**src/rtl/testbasic20_types.sv**
```systemverilog
`default_nettype none
// ============================================================================
// Package     : testbasic20_types
// Description : Shared types for the TestBasic20 CompoundType link. Provides
//               the transfer mode, the colour state, the CompoundType word,
//               the receiver section encoding and the colour sequencing
//               helper.
// Revision    : 1.0 - initial release
// ============================================================================
package testbasic20_types;

  typedef enum logic {
    read  = 1'b0,
    write = 1'b1
  } mode_t;

  typedef enum logic [1:0] {
    green = 2'd0,
    blue  = 2'd1,
    red   = 2'd2
  } color_t;

  typedef struct packed {
    mode_t              mode;
    logic signed [31:0] x;
    logic               y;
  } CompoundType;

  typedef enum logic {
    section_recv = 1'b0,
    section_proc = 1'b1
  } CompoundReceiver_SECTIONS;

  // Colour sequence green -> blue -> red -> green. The unused encoding
  // recovers to green.
  function automatic color_t next_color(input color_t c);
    color_t n;
    case (c)
      green:   n = blue;
      blue:    n = red;
      red:     n = green;
      default: n = green;
    endcase
    return n;
  endfunction

endpackage
`default_nettype wire

```
**src/rtl/compound_receiver.sv**
```systemverilog
`default_nettype none
// ============================================================================
// Module      : compound_receiver
// Description : Consumer end of the blocking CompoundType port. Accepts one
//               word per handshake, holds it for PROC_CYCLES cycles, then
//               commits it: write words accumulate x, read words report the
//               accumulator, and y advances the colour state.
// Ports       : clk         - system clock, rising edge
//               rst         - synchronous active-high reset
//               b_in        - CompoundType word from the producer
//               b_in_sync   - producer has valid data on b_in
//               b_in_notify - receiver ready (transfer on sync && notify)
//               m_out       - last processing result, no handshake
//               color_out   - current colour state
//               xfer_cnt    - accepted transfers, saturating
// Revision    : 1.0 - initial release
// ============================================================================
module compound_receiver
  import testbasic20_types::*;
#(
  parameter int PROC_CYCLES = 1,
  parameter int CNT_W       = 16
) (
  input  logic              clk,
  input  logic              rst,
  input  CompoundType       b_in,
  input  logic              b_in_sync,
  output logic              b_in_notify,
  output CompoundType       m_out,
  output color_t            color_out,
  output logic [CNT_W-1:0]  xfer_cnt
);

  generate
    if (PROC_CYCLES < 1 || PROC_CYCLES > 15) begin : g_bad_proc_cycles
      $error("compound_receiver: PROC_CYCLES must be in 1..15");
    end
  endgenerate

  localparam logic [3:0]       PROC_LOAD = 4'(PROC_CYCLES - 1);
  localparam logic [CNT_W-1:0] CNT_MAX   = {CNT_W{1'b1}};

  CompoundReceiver_SECTIONS state;
  CompoundReceiver_SECTIONS next_state;

  CompoundType  latched;
  logic [3:0]   proc_cnt;
  logic [31:0]  acc;
  logic [31:0]  acc_sum;
  logic         handshake;
  logic         commit;

  assign handshake = b_in_sync && b_in_notify;
  // The last cycle of section_proc is the one in which the count has run out.
  assign commit    = (state == section_proc) && (proc_cnt == 4'd0);
  assign acc_sum   = acc + latched.x;

  always_comb begin
    next_state = state;
    case (state)
      section_recv: if (handshake) next_state = section_proc;
      section_proc: if (commit)    next_state = section_recv;
      default:                     next_state = section_recv;
    endcase
  end

  always_ff @(posedge clk) begin
    if (rst) begin
      state       <= section_recv;
      b_in_notify <= 1'b1;
      m_out       <= '{mode: read, x: 32'sd0, y: 1'b0};
      color_out   <= green;
      acc         <= 32'd0;
      xfer_cnt    <= '0;
      proc_cnt    <= 4'd0;
      latched     <= '{mode: read, x: 32'sd0, y: 1'b0};
    end else begin
      state <= next_state;

      if (state == section_recv) begin
        if (handshake) begin
          latched     <= b_in;
          proc_cnt    <= PROC_LOAD;
          b_in_notify <= 1'b0;
        end
      end else if (!commit) begin
        proc_cnt <= proc_cnt - 4'd1;
      end else begin
        b_in_notify <= 1'b1;

        if (latched.mode == write) begin
          acc   <= acc_sum;
          m_out <= '{mode: write, x: acc_sum, y: latched.y};
        end else begin
          m_out <= '{mode: read, x: acc, y: latched.y};
        end

        if (latched.y) begin
          color_out <= next_color(color_out);
        end

        if (xfer_cnt != CNT_MAX) begin
          xfer_cnt <= xfer_cnt + CNT_W'(1);
        end
      end
    end
  end

endmodule
`default_nettype wire

```
**config.mk**
```make
export PLATFORM = sky130hd
export DESIGN_NAME = compound_receiver
export DESIGN_NICKNAME = d
export VERILOG_FILES = /design/src/rtl/testbasic20_types.sv /design/src/rtl/compound_receiver.sv
export SDC_FILE = /design/constraint.sdc
export NUM_CORES = 1
export LEC_CHECK = 0
export CORE_MARGIN = 2
export CORE_UTILIZATION = 53
export CTS_CLUSTER_SIZE = 24
export DETAILED_ROUTE_END_ITERATION = 16
export PLACE_DENSITY = 0.77
export SETUP_SLACK_MARGIN = 0.2
export SYNTH_ARGS = -nofsm -noshare
export SYNTH_HDL_FRONTEND = slang
export SYNTH_SLANG_ARGS = --single-unit
```
**constraint.sdc**
```tcl
create_clock -name clk -period 4.11 [get_ports clk]
set_clock_uncertainty 0.15 [all_clocks]
set_input_delay 0.6165 -clock clk [delete_from_list [all_inputs] [get_ports clk]]
set_output_delay 0.6165 -clock clk [all_outputs]
set_load 0.05 [all_outputs]
```
==> summary.txt, run 1 <==
Power
  – Part of the power in registers: 0.408
  – Int Pwr: about 0.0023 W
  – Leak pwr: between 3 and 4 nW
  – Switch share: 0.256
  – Worst IR Drop VDD: 0.222 mV
  – Pwr/cell area: just under 400 nW/µm²
  – Comb pwr share: 0.115
  – NetSw: roughly 0.0008 W
  – Clock share of power: 0.477

Logic synthesis
  – Synth cell types: 62
  – Syn_nets: around 850
  – Synth Area in Compound Gates: 0.215
  – Simple-gate share of the synthesized area: 0.207
  – Mapped Avg Cell Area: roughly 8 µm²
  – Xor and xnor fraction of the mapped netlist area: 0.0578
  – Post-synth top area cell: dfxtp_1
  – Post-synthesis adder-cell area fraction: 0.0680
  – Sequential share of the synthesized area: 0.390
  – Most used DFF post-synth: dfxtp_1
  – Count leader, synth: nand2_1
  – Mux cell area share after synthesis: 0.0267
  – Synth area leaders: dfxtp_1 (39%), nand2_1 (9.9%), a21oi_1 (8.0%), ha_1 (6.5%), xnor2_1 (3.3%)
  – Main combinational cell family by area after synthesis: compound AO/OA/AOI/OAI gates
  – Syn Inst Count: 782
  – Yosys warns: 0
  – #FFs+latches synth: about 120
  – Share of the synthesized area in the top cell type: 0.390
  – Post-synth EDFFs: 0
  – Mapped Area: between 6000 and 7000 µm²
  – Asr flop ratio synth: 0
  – Commonest cells in the netlist: nand2_1 (168), dfxtp_1 (124), a21oi_1 (102)

STA
  – Slew margin rel.: 0.222
  – Actual slew at the worst max-slew pin: about 1.2 ns
  – Final setup margin: between 1 and 1.5 ns
  – RSZ-0062 raised after global routing: no
  – Fin crit share: 0.721
  – TNS Setup: 0 ns
  – Finish-stage setup viols: 0
  – Slew Viols, Final: 0
  – Tmin final: 2.96 ns
  – Max Freq: roughly 340 MHz
  – Hold Vio Cnt, Final: 0

Final layout
  – Final nets: approximately 900
  – Fraction of layout cells with a size suffix above 1: 0.0660
  – Layout Cells excl Fill: slightly above 1000
  – Area delta synth->final: 24.2%
  – N_diodes: 0
  – Final core occ: 0.667

Hold path
  – WHS Path Cells: 2
  – Hold Path End: m_out[3]
  – Worst min-delay path class: flip-flop to flip-flop
  – Min-delay src: m_out[3]

Global route
  – Vias in the first global route: around 5500
  – Initial antenna violation count: 0
  – Pin count of the biggest net entering global routing: 84
  – Global route overflow: 0
  – All-Layer GR Usage: 0.252
  – First-pass GRT wire length: 26.0 mm

Clocking
  – CTS H-tree lvls: 4
  – Root buf cell: clkbuf_16
  – Worst-Skew Late Latency: 0.42 ns
  – # Post-CTS Setup Buffers: 0
  – Post_cts resized: 0
  – CTS tree: built
  – Number of CTS-inserted buffers: 17
  – Cts hold-fix bufs: 0
  – CTS Sinks: 124
  – Reg clk slew, reported paths: roughly 0.06 ns
  – Maximum clock path buffer count: 2

Place
  – Inst Count DP: 979
  – Placer Congestion: 0.921
  – Dpl ws: 1.17 ns
  – Hpwl dp: roughly 11 mm
  – Number of port buffers: 89

Setup path
  – Endpoint class of the critical path: flip-flop
  – RR Endpoint: m_out[19]
  – Flop-to-flop setup slack: approximately 1.1 ns
  – Crit-path max FO: 3
  – Critical Path RT: 4.30 ns
  – Arr. time, crit path: 3.16 ns
  – R2R cell count: 11
  – Critical path type: flip-flop to flip-flop
  – Startpoint Class: flip-flop
  – Reg2reg start: latched[1]

Route
  – Via count: 5726
  – Post-route ant nets: 0
  – Via/cell ratio: about 5.7
  – Pre-antenna DRT Iters: 5
  – WL final: 15.6 mm
  – Routed WL per cell: around 15 µm
  – DRC: 0
  – DR iter-0 viols: between 200 and 300

Job
  – Max capacitance violation total: 0

Floorplan
  – Core Footprint: about 12000 µm²
  – Row Count: 40
  – IO Pins: 90
  – Initial core utilization: 0.537
  – Die H: 114 µm
  – Die ar.: ~13000 µm²
  – Die width: 114 µm

Outcome
  – Status: finished, final reports clean
[critical path: stages, from the launching register on]
cell,delay (ns)
dfxtp_1,0.32
ha_1,0.22
fa_1,0.40
a21oi_1,0.20
o21ai_0,0.14
a2111o_1,0.50
a21oi_1,0.23
o21ai_0,0.15
a31oi_1,0.22
xnor2_1,0.14
nand2_1,0.08
o21ai_0,0.12
[cell type report]
type / instances / area, µm²
clock inverters: 11 / 116
multi-input cells: 601 / 3660
inverters: 10 / 37.5
flip-flops and latches: 124 / 2480
fillers: 1005 / 3960
well taps: 147 / 184
repair buffers: 97 / 948
clock buffers: 21 / 480
[kinds of logic after synthesis]
kind of cell | count (synthesis)
AOI/OAI and AO/OA | 216
xor gates and xnor gates | 42
adders and majority gates | 34
buffers and inverters | 57
DFF | 124
muxes | 17
and+or+nand+nor | 292
[cell usage in the layout (no fill, tap or decap), drive strengths merged, types with 7 or more instances in the layout]
cell             n
nor3b           15
nand2          168
nand4            7
a21o            21
nor2            49
a211oi          17
dfxtp          124
and3             8
xnor2           24
nor3             7
mux2i           17
clkdlybuf4s50   88
xor2            18
o21ai           33
inv             10
nand3           12
buf              9
ha              33
a21oi          102
clkbuf          21
[how the worst max path moves through the flow]
stage / from / cells past startpoint / end / slack (ns)
after floorplan: xfer_cnt[6] / 9 / xfer_cnt[7] / 1.33
after global placement: latched[1] / 11 / m_out[19] / 1.24
after detailed placement: latched[1] / 11 / acc[30] / 1.17
after CTS: latched[1] / 11 / m_out[19] / 1.13
after global routing: proc_cnt[0] / 9 / m_out[26] / 0.99
final: latched[1] / 11 / m_out[19] / 1.15
[power groups by stage]
stage	sequential, W	clock (W)	combinational, W
floorplan	0.00135	0	0.000191
global placement	0.00130	0	0.000354
detailed placement	0.00130	0	0.000359
CTS	0.00128	0.00151	0.000361
global route	0.00128	0.00157	0.000392
finish	0.00128	0.00149	0.000361
[flip-flops by register name, indices dropped and copies added, names as in the netlist]
register and cells:
latched 34, m_out 34, acc 32, xfer_cnt 16, proc_cnt 4, color_out 2
b_in_notify 1, state 1
[through the flow]
stage / total power, W / instance area [µm²] / hold WS [ns]
detailed placement: 0.00166 / 7310 / 0.298
CTS: 0.00315 / 7910 / 0.305
global route: 0.00325 / 7910 / 0.330
global placement: 0.00165 / 7310 / 0.293
finish: 0.00313 / 7910 / 0.304
floorplan: 0.00154 / 6360 / 0.284
[routing by layer]
layer | GRT usage | wire (µm)
met4 | 0.0992 | 325
met2 | 0.424 | 7490
met5 | 0 | 0
met3 | 0.0531 | 623
met1 | 0.318 | 7160
(Power assumes the default switching activity.)
==> inputs of run 2 (changes only) <==
--- a/config.mk
+++ b/config.mk
@@ -6,10 +6,10 @@
 export NUM_CORES = 1
 export LEC_CHECK = 0
 export CORE_MARGIN = 2
-export CORE_UTILIZATION = 53
+export CORE_UTILIZATION = 50
 export CTS_CLUSTER_SIZE = 24
 export DETAILED_ROUTE_END_ITERATION = 16
-export PLACE_DENSITY = 0.77
+export PLACE_DENSITY = 0.76
 export SETUP_SLACK_MARGIN = 0.2
 export SYNTH_ARGS = -nofsm -noshare
 export SYNTH_HDL_FRONTEND = slang
==> constraint.sdc (replaced) <==
create_clock -name clk -period 2.4 [get_ports clk]
set_clock_uncertainty 0.15 [all_clocks]
set_input_delay 0.36 -clock clk [delete_from_list [all_inputs] [get_ports clk]]
set_output_delay 0.36 -clock clk [all_outputs]
set_load 0.05 [all_outputs]
==> summary.txt, run 2 (synthesized netlist as in run 1, its figures left out) <==
STA
  – Hold Vio Cnt, Final: 0
  – Fin crit share: 1.12
  – Slew margin rel.: 0.642
  – Max Freq: ~370 MHz
  – Tmin final: 2.69 ns
  – RSZ-0062 raised after global routing: yes
  – Actual slew at the worst max-slew pin: 0.536 ns
  – TNS Setup: -6.00 ns
  – Fin Hold WS: about 0.22 ns
  – Finish-stage setup viols: 41
  – Slew Viols, Final: 0
  – Final setup margin: -0.294 ns

Clocking
  – CTS tree: built
  – CTS Sinks: about 120
  – Maximum clock path buffer count: 2
  – Cts hold-fix bufs: 0
  – Reg clk slew, reported paths: 0.05 ns
  – Worst-Skew Late Latency: roughly 0.42 ns
  – CTS H-tree lvls: 4
  – Root buf cell: clkbuf_16
  – Number of CTS-inserted buffers: 17

Floorplan
  – Die width: 117 µm
  – Die H: 117 µm
  – Die ar.: roughly 14000 µm²
  – Initial core utilization: 0.508
  – IO Pins: 90
  – Core Footprint: between 10000 and 15000 µm²
  – Row Count: around 40

Place
  – Dpl ws: -0.238 ns
  – Hpwl dp: between 10 and 15 mm
  – Number of port buffers: just under 90
  – Placer Congestion: ~0.86

Final layout
  – Area delta synth->final: 50.9%
  – N_diodes: 0
  – Fraction of layout cells with a size suffix above 1: 0.288
  – Commonest non-fill, non-tap cell in the layout: nand2_1
  – Final nets: ~1000
  – Commonest cells after routing, fill and taps aside: nand2_1 (159), buf_4 (112), dfxtp_1 (101), a21oi_1 (85), clkdlybuf4s50_1 (81)
  – Largest regs: latched (34), m_out (34), acc (32)
  – Final core occ: 0.767

Setup path
  – CP cell instances: ha_4 -> a2111oi_4 -> o21ai_1 -> a22oi_2 -> o21ai_2 -> a31oi_4 -> o21ai_2 -> a221oi_2 -> xor2_1 -> o22ai_1
  – WP buf/inv: 0
  – Critical path type: flip-flop to flip-flop
  – Startpoint Class: flip-flop
  – Critical Path RT: ~2.5 ns
  – Crit-path max FO: 3
  – CP delay by family, top: compound AO/OA/AOI/OAI gates
  – Slowest-stage cell, CP: dfxtp_1
  – Endpoint class of the critical path: flip-flop
  – Crit path top cell by count: o21ai_2
  – Crit path largest cell delay: 0.36 ns
  – Arr. time, crit path: roughly 2.8 ns
  – Flop-to-flop setup slack: -0.29 ns

Route
  – Pre-antenna DRT Iters: 5
  – Via/cell ratio: 5.63
  – Via count: roughly 6500
  – DR iter-0 viols: about 330
  – WL final: 19.7 mm
  – Routed WL per cell: between 15 and 20 µm
  – DRC: 0
  – Post-route ant nets: 0

Power
  – Switch share: 0.248
  – Clock share of power: 0.482
  – Pwr/cell area: around 590 nW/µm²
  – Comb pwr share: 0.134
  – Worst IR Drop VDD: roughly 0.44 mV
  – Part of the power in registers: 0.384
  – Int Pwr: between 0.004 and 0.005 W
  – NetSw: between 0.001 and 0.0015 W
  – Leak pwr: ~4.1 nW

Outcome
  – Failing checks: setup timing
  – Status: finished with violations

Hold path
  – Worst min-delay path class: input pin to flip-flop

Global route
  – All-Layer GR Usage: 0.279
  – Global route overflow: 0
  – First-pass GRT wire length: ~30 mm
  – Pin count of the biggest net entering global routing: between 40 and 50
  – Vias in the first global route: 6175
  – Initial antenna violation count: 0

Job
  – Max capacitance violation total: 0
-- run 2: cell types whose count changed in the layout (fill, tap and decap cells not counted), sizes merged --
cell / previous run / this run
buf: 9 / 128
bufinv: 2 / 4
clkbuf: 21 / 25
clkdlybuf4s50: 88 / 81
clkinv: 6 / 1
clkinvlp: 3 / 1
dlygate4sd2: 0 / 3
dlymetal6s2s: 0 / 4
-- run 2: power groups by stage --
stage               clock network (W)  logic [W]  registers [W]
global placement                    0   0.000675        0.00222
global route                  0.00286   0.000816        0.00220
detailed placement                  0   0.000691        0.00223
CTS                           0.00278   0.000720        0.00219
finish                        0.00275   0.000762        0.00219
floorplan                           0   0.000336        0.00231
-- run 2: timing repair --
| item | 4_1_cts | 5_1_grt |
|---|---|---|
| setup endpoints to repair | 55 | 68 |
| pin swaps | 66 | 49 |
| setup buffers | 17 | 15 |
| gates resized for setup | 56 | 61 |
| hold endpoints to repair | 0 | 0 |
| gates cloned | 0 | 0 |
-- run 2: area by class of cell --
class	instances	area (µm²)
clock buffer	25	495
sequential	124	2530
clock inverter	6	133
tap	172	215
inverter	10	37.5
multi-input combinational	601	4270
timing repair buffer	216	1920
fill	865	2910
-- run 2: metrics by stage --
stage | instances | instance area, µm² | power [W]
2_1_floorplan | 782 | 6570 | 0.00265
3_3_place_gp | 1091 | 8190 | 0.00290
3_5_place_dp | 1091 | 8190 | 0.00292
4_1_cts | 1139 | 9200 | 0.00569
5_1_grt | 1154 | 9600 | 0.00587
6_report | 1154 | 9600 | 0.00570
-- run 2: final timing paths --
| path | from | to | depth (start not counted) |
|---|---|---|---|
| worst min-delay path | rst | acc[31] | 2 |
| worst max register to register | acc[7] | m_out[28] | 10 |
| worst max-delay path | acc[7] | m_out[28] | 10 |
| worst min register to register | latched[3] | latched[3] | 2 |
-- run 2: metal layers --
| metal | track usage | part of all wire | vias up |
|---|---|---|---|
| li1 | - | - | 3112 |
| met1 | 0.334 | 0.41 | 3136 |
| met2 | 0.497 | 0.52 | 211 |
| met3 | 0.0577 | 0.052 | 42 |
| met4 | 0.0973 | 0.025 | 0 |
| met5 | 0 | 0 | - |
==> inputs of run 3 (changes only) <==
--- a/config.mk
+++ b/config.mk
@@ -9,6 +9,7 @@
 export CORE_UTILIZATION = 50
 export CTS_CLUSTER_SIZE = 24
 export DETAILED_ROUTE_END_ITERATION = 16
+export GPL_TIMING_DRIVEN = 1
 export PLACE_DENSITY = 0.76
 export SETUP_SLACK_MARGIN = 0.2
 export SYNTH_ARGS = -nofsm -noshare
==> constraint.sdc (replaced) <==
create_clock -name clk -period 2.4 [get_ports clk]
set_clock_uncertainty 0.15 [all_clocks]
set_input_delay 0.36 -clock clk [delete_from_list [all_inputs] [get_ports clk]]
set_output_delay 0.36 -clock clk [all_outputs]
set_load 0.1 [all_outputs]
==> summary.txt, run 3 (synthesized netlist as in run 1, its figures left out) <==
Outcome
  – Status: finished with violations
  – Failing checks: setup timing

Place
  – Hpwl dp: between 10 and 15 mm
  – Inst Count DP: around 1100
  – Number of port buffers: a little under 90
  – Placer Congestion: approximately 0.9

Route
  – Via count: about 6600
  – Post-route ant nets: 0
  – Pre-antenna DRT Iters: 4
  – Routed WL per cell: around 17 µm
  – DR iter-0 viols: roughly 480
  – Via/cell ratio: approximately 5.7
  – DRC: 0
  – WL final: between 15 and 20 mm

Hold path
  – Min-delay src: rst
  – Hold Path End: acc[31]
  – WHS Path Cells: 2
  – Worst min-delay path class: input pin to flip-flop

Global route
  – First-pass GRT wire length: 29.6 mm
  – Global route overflow: 0
  – All-Layer GR Usage: 0.275
  – Vias in the first global route: 6347
  – Pin count of the biggest net entering global routing: between 40 and 50
  – Initial antenna violation count: 0

Clocking
  – CTS Sinks: around 120
  – Number of CTS-inserted buffers: 17
  – Maximum clock path buffer count: 2
  – Worst-Skew Late Latency: between 0.4 and 0.5 ns
  – Root buf cell: clkbuf_16
  – Cts hold-fix bufs: 0
  – CTS tree: built
  – Reg clk slew, reported paths: roughly 0.06 ns
  – CTS H-tree lvls: 4

Setup path
  – CP cell instances: ha_4 -> a21o_1 -> a41oi_1 -> o21ai_0 -> a21o_1 -> or3b_1 -> o221ai_2 -> o21ai_1 -> xnor2_1 -> o22ai_1
  – Crit-path max FO: 2
  – Crit path largest cell delay: between 0.3 and 0.4 ns
  – CP delay by family, top: compound AO/OA/AOI/OAI gates
  – Reg2reg start: latched[18]
  – RR Endpoint: m_out[31]
  – Flop-to-flop setup slack: -0.28 ns
  – Arr. time, crit path: between 2 and 3 ns
  – Startpoint Class: flip-flop
  – Cell count along the critical path: 10
  – Crit path top cell by count: a21o_1
  – WP buf/inv: 0
  – Slowest-stage cell, CP: dfxtp_1
  – Endpoint class of the critical path: flip-flop
  – R2R cell count: 10
  – Critical path type: flip-flop to flip-flop
  – Critical Path RT: 2.54 ns
  – Worst Setup SP: latched[18]

STA
  – Max Freq: approximately 370 MHz
  – Actual slew at the worst max-slew pin: approximately 0.51 ns
  – Finish-stage setup viols: 45
  – Slew margin rel.: 0.661
  – Fin crit share: 1.12
  – Tmin final: between 2 and 3 ns
  – Hold Vio Cnt, Final: 0
  – RSZ-0062 raised after global routing: yes
  – Final setup margin: -0.277 ns
  – Slew Viols, Final: 0

Final layout
  – Final core occ: 0.761
  – Fraction of layout cells with a size suffix above 1: 0.359
  – Commonest cells after routing, fill and taps aside: buf_4 (169), nand2_1 (160), dfxtp_1 (91), a21oi_1 (85), nor2_1 (49)
  – N_diodes: 0
  – Largest regs: latched (34), m_out (34), acc (32)
  – Area delta synth->final: 49.6%
  – Commonest non-fill, non-tap cell in the layout: buf_4
  – Final nets: 1048
  – Layout Cells excl Fill: ~1200
  – Layout fillers: about 850

Power
  – Leak pwr: 4.04 nW
  – Pwr/cell area: about 600 nW/µm²
  – Worst IR Drop VDD: between 0.4 and 0.5 mV

Floorplan
  – Die ar.: ~14000 µm²
  – Die width: ~120 µm
  – Row Count: a little over 40
  – Die H: ~120 µm
  – Initial core utilization: 0.508
  – Core Footprint: between 10000 and 15000 µm²
  – IO Pins: 90

Job
  – Max capacitance violation total: 0
run 3: through the flow:
step / worst slack [ns] / total power [W] / cell area (µm²) / setup TNS, ns / hold WS, ns
after floorplan: -0.161 / 0.00275 / 6570 / -1.20 / 0.284
after global placement: -0.217 / 0.00299 / 8070 / -3.29 / 0.293
after detailed placement: -0.251 / 0.00301 / 8070 / -4.74 / 0.304
after CTS: -0.222 / 0.00563 / 9180 / -4.92 / 0.208
after global routing: -0.392 / 0.00584 / 9520 / -11.18 / 0.255
final: -0.277 / 0.00568 / 9520 / -7.04 / 0.234
run 3: metal layers:
metal	GRT usage	wire, µm	vias to the layer above
li1	-	-	3133
met1	0.331	7990	3148
met2	0.481	10100	256
met3	0.0520	1090	69
met4	0.119	734	0
met5	0	0	-
run 3: layout make-up:
class	count	area, µm²	share of cell area
clock buffers	20	447	0.0469
clock inverters	12	146	0.0154
inverters	10	37.5	0.00394
multi-input cells	601	4290	0.451
flip-flops and latches	124	2550	0.267
well taps	172	215	0.0226
repair buffers	223	1840	0.193
run 3: how the worst max path moves through the flow:
stage / to / slack, ns
5_1_grt: m_out[31] / -0.39
3_3_place_gp: acc[31] / -0.22
2_1_floorplan: xfer_cnt[7] / -0.16
3_5_place_dp: m_out[31] / -0.25
6_report: m_out[31] / -0.28
4_1_cts: m_out[26] / -0.22
run 3: worst register-to-register path, cell delays in order (launching register included):
cell and delay (ns):
dfxtp_1 0.39, ha_4 0.23, a21o_1 0.21, a41oi_1 0.23, o21ai_0 0.13, a21o_1 0.21, or3b_1 0.39, o221ai_2 0.18
o21ai_1 0.11, xnor2_1 0.20, o22ai_1 0.11
run 3: power breakdown:
group,internal [W],total [W],switching (W)
clock,0.00165,0.00261,0.000961
combinational,0.000317,0.000874,0.000558
sequential,0.00213,0.00219,0.0000636
run 3: timing repair:
item | CTS | global route
resized for setup | 57 | 59
pin swaps | 49 | 38
endpoints found under the setup margin | 57 | 68
endpoints found under the hold margin | 0 | 0
buffers inserted | 29 | 8
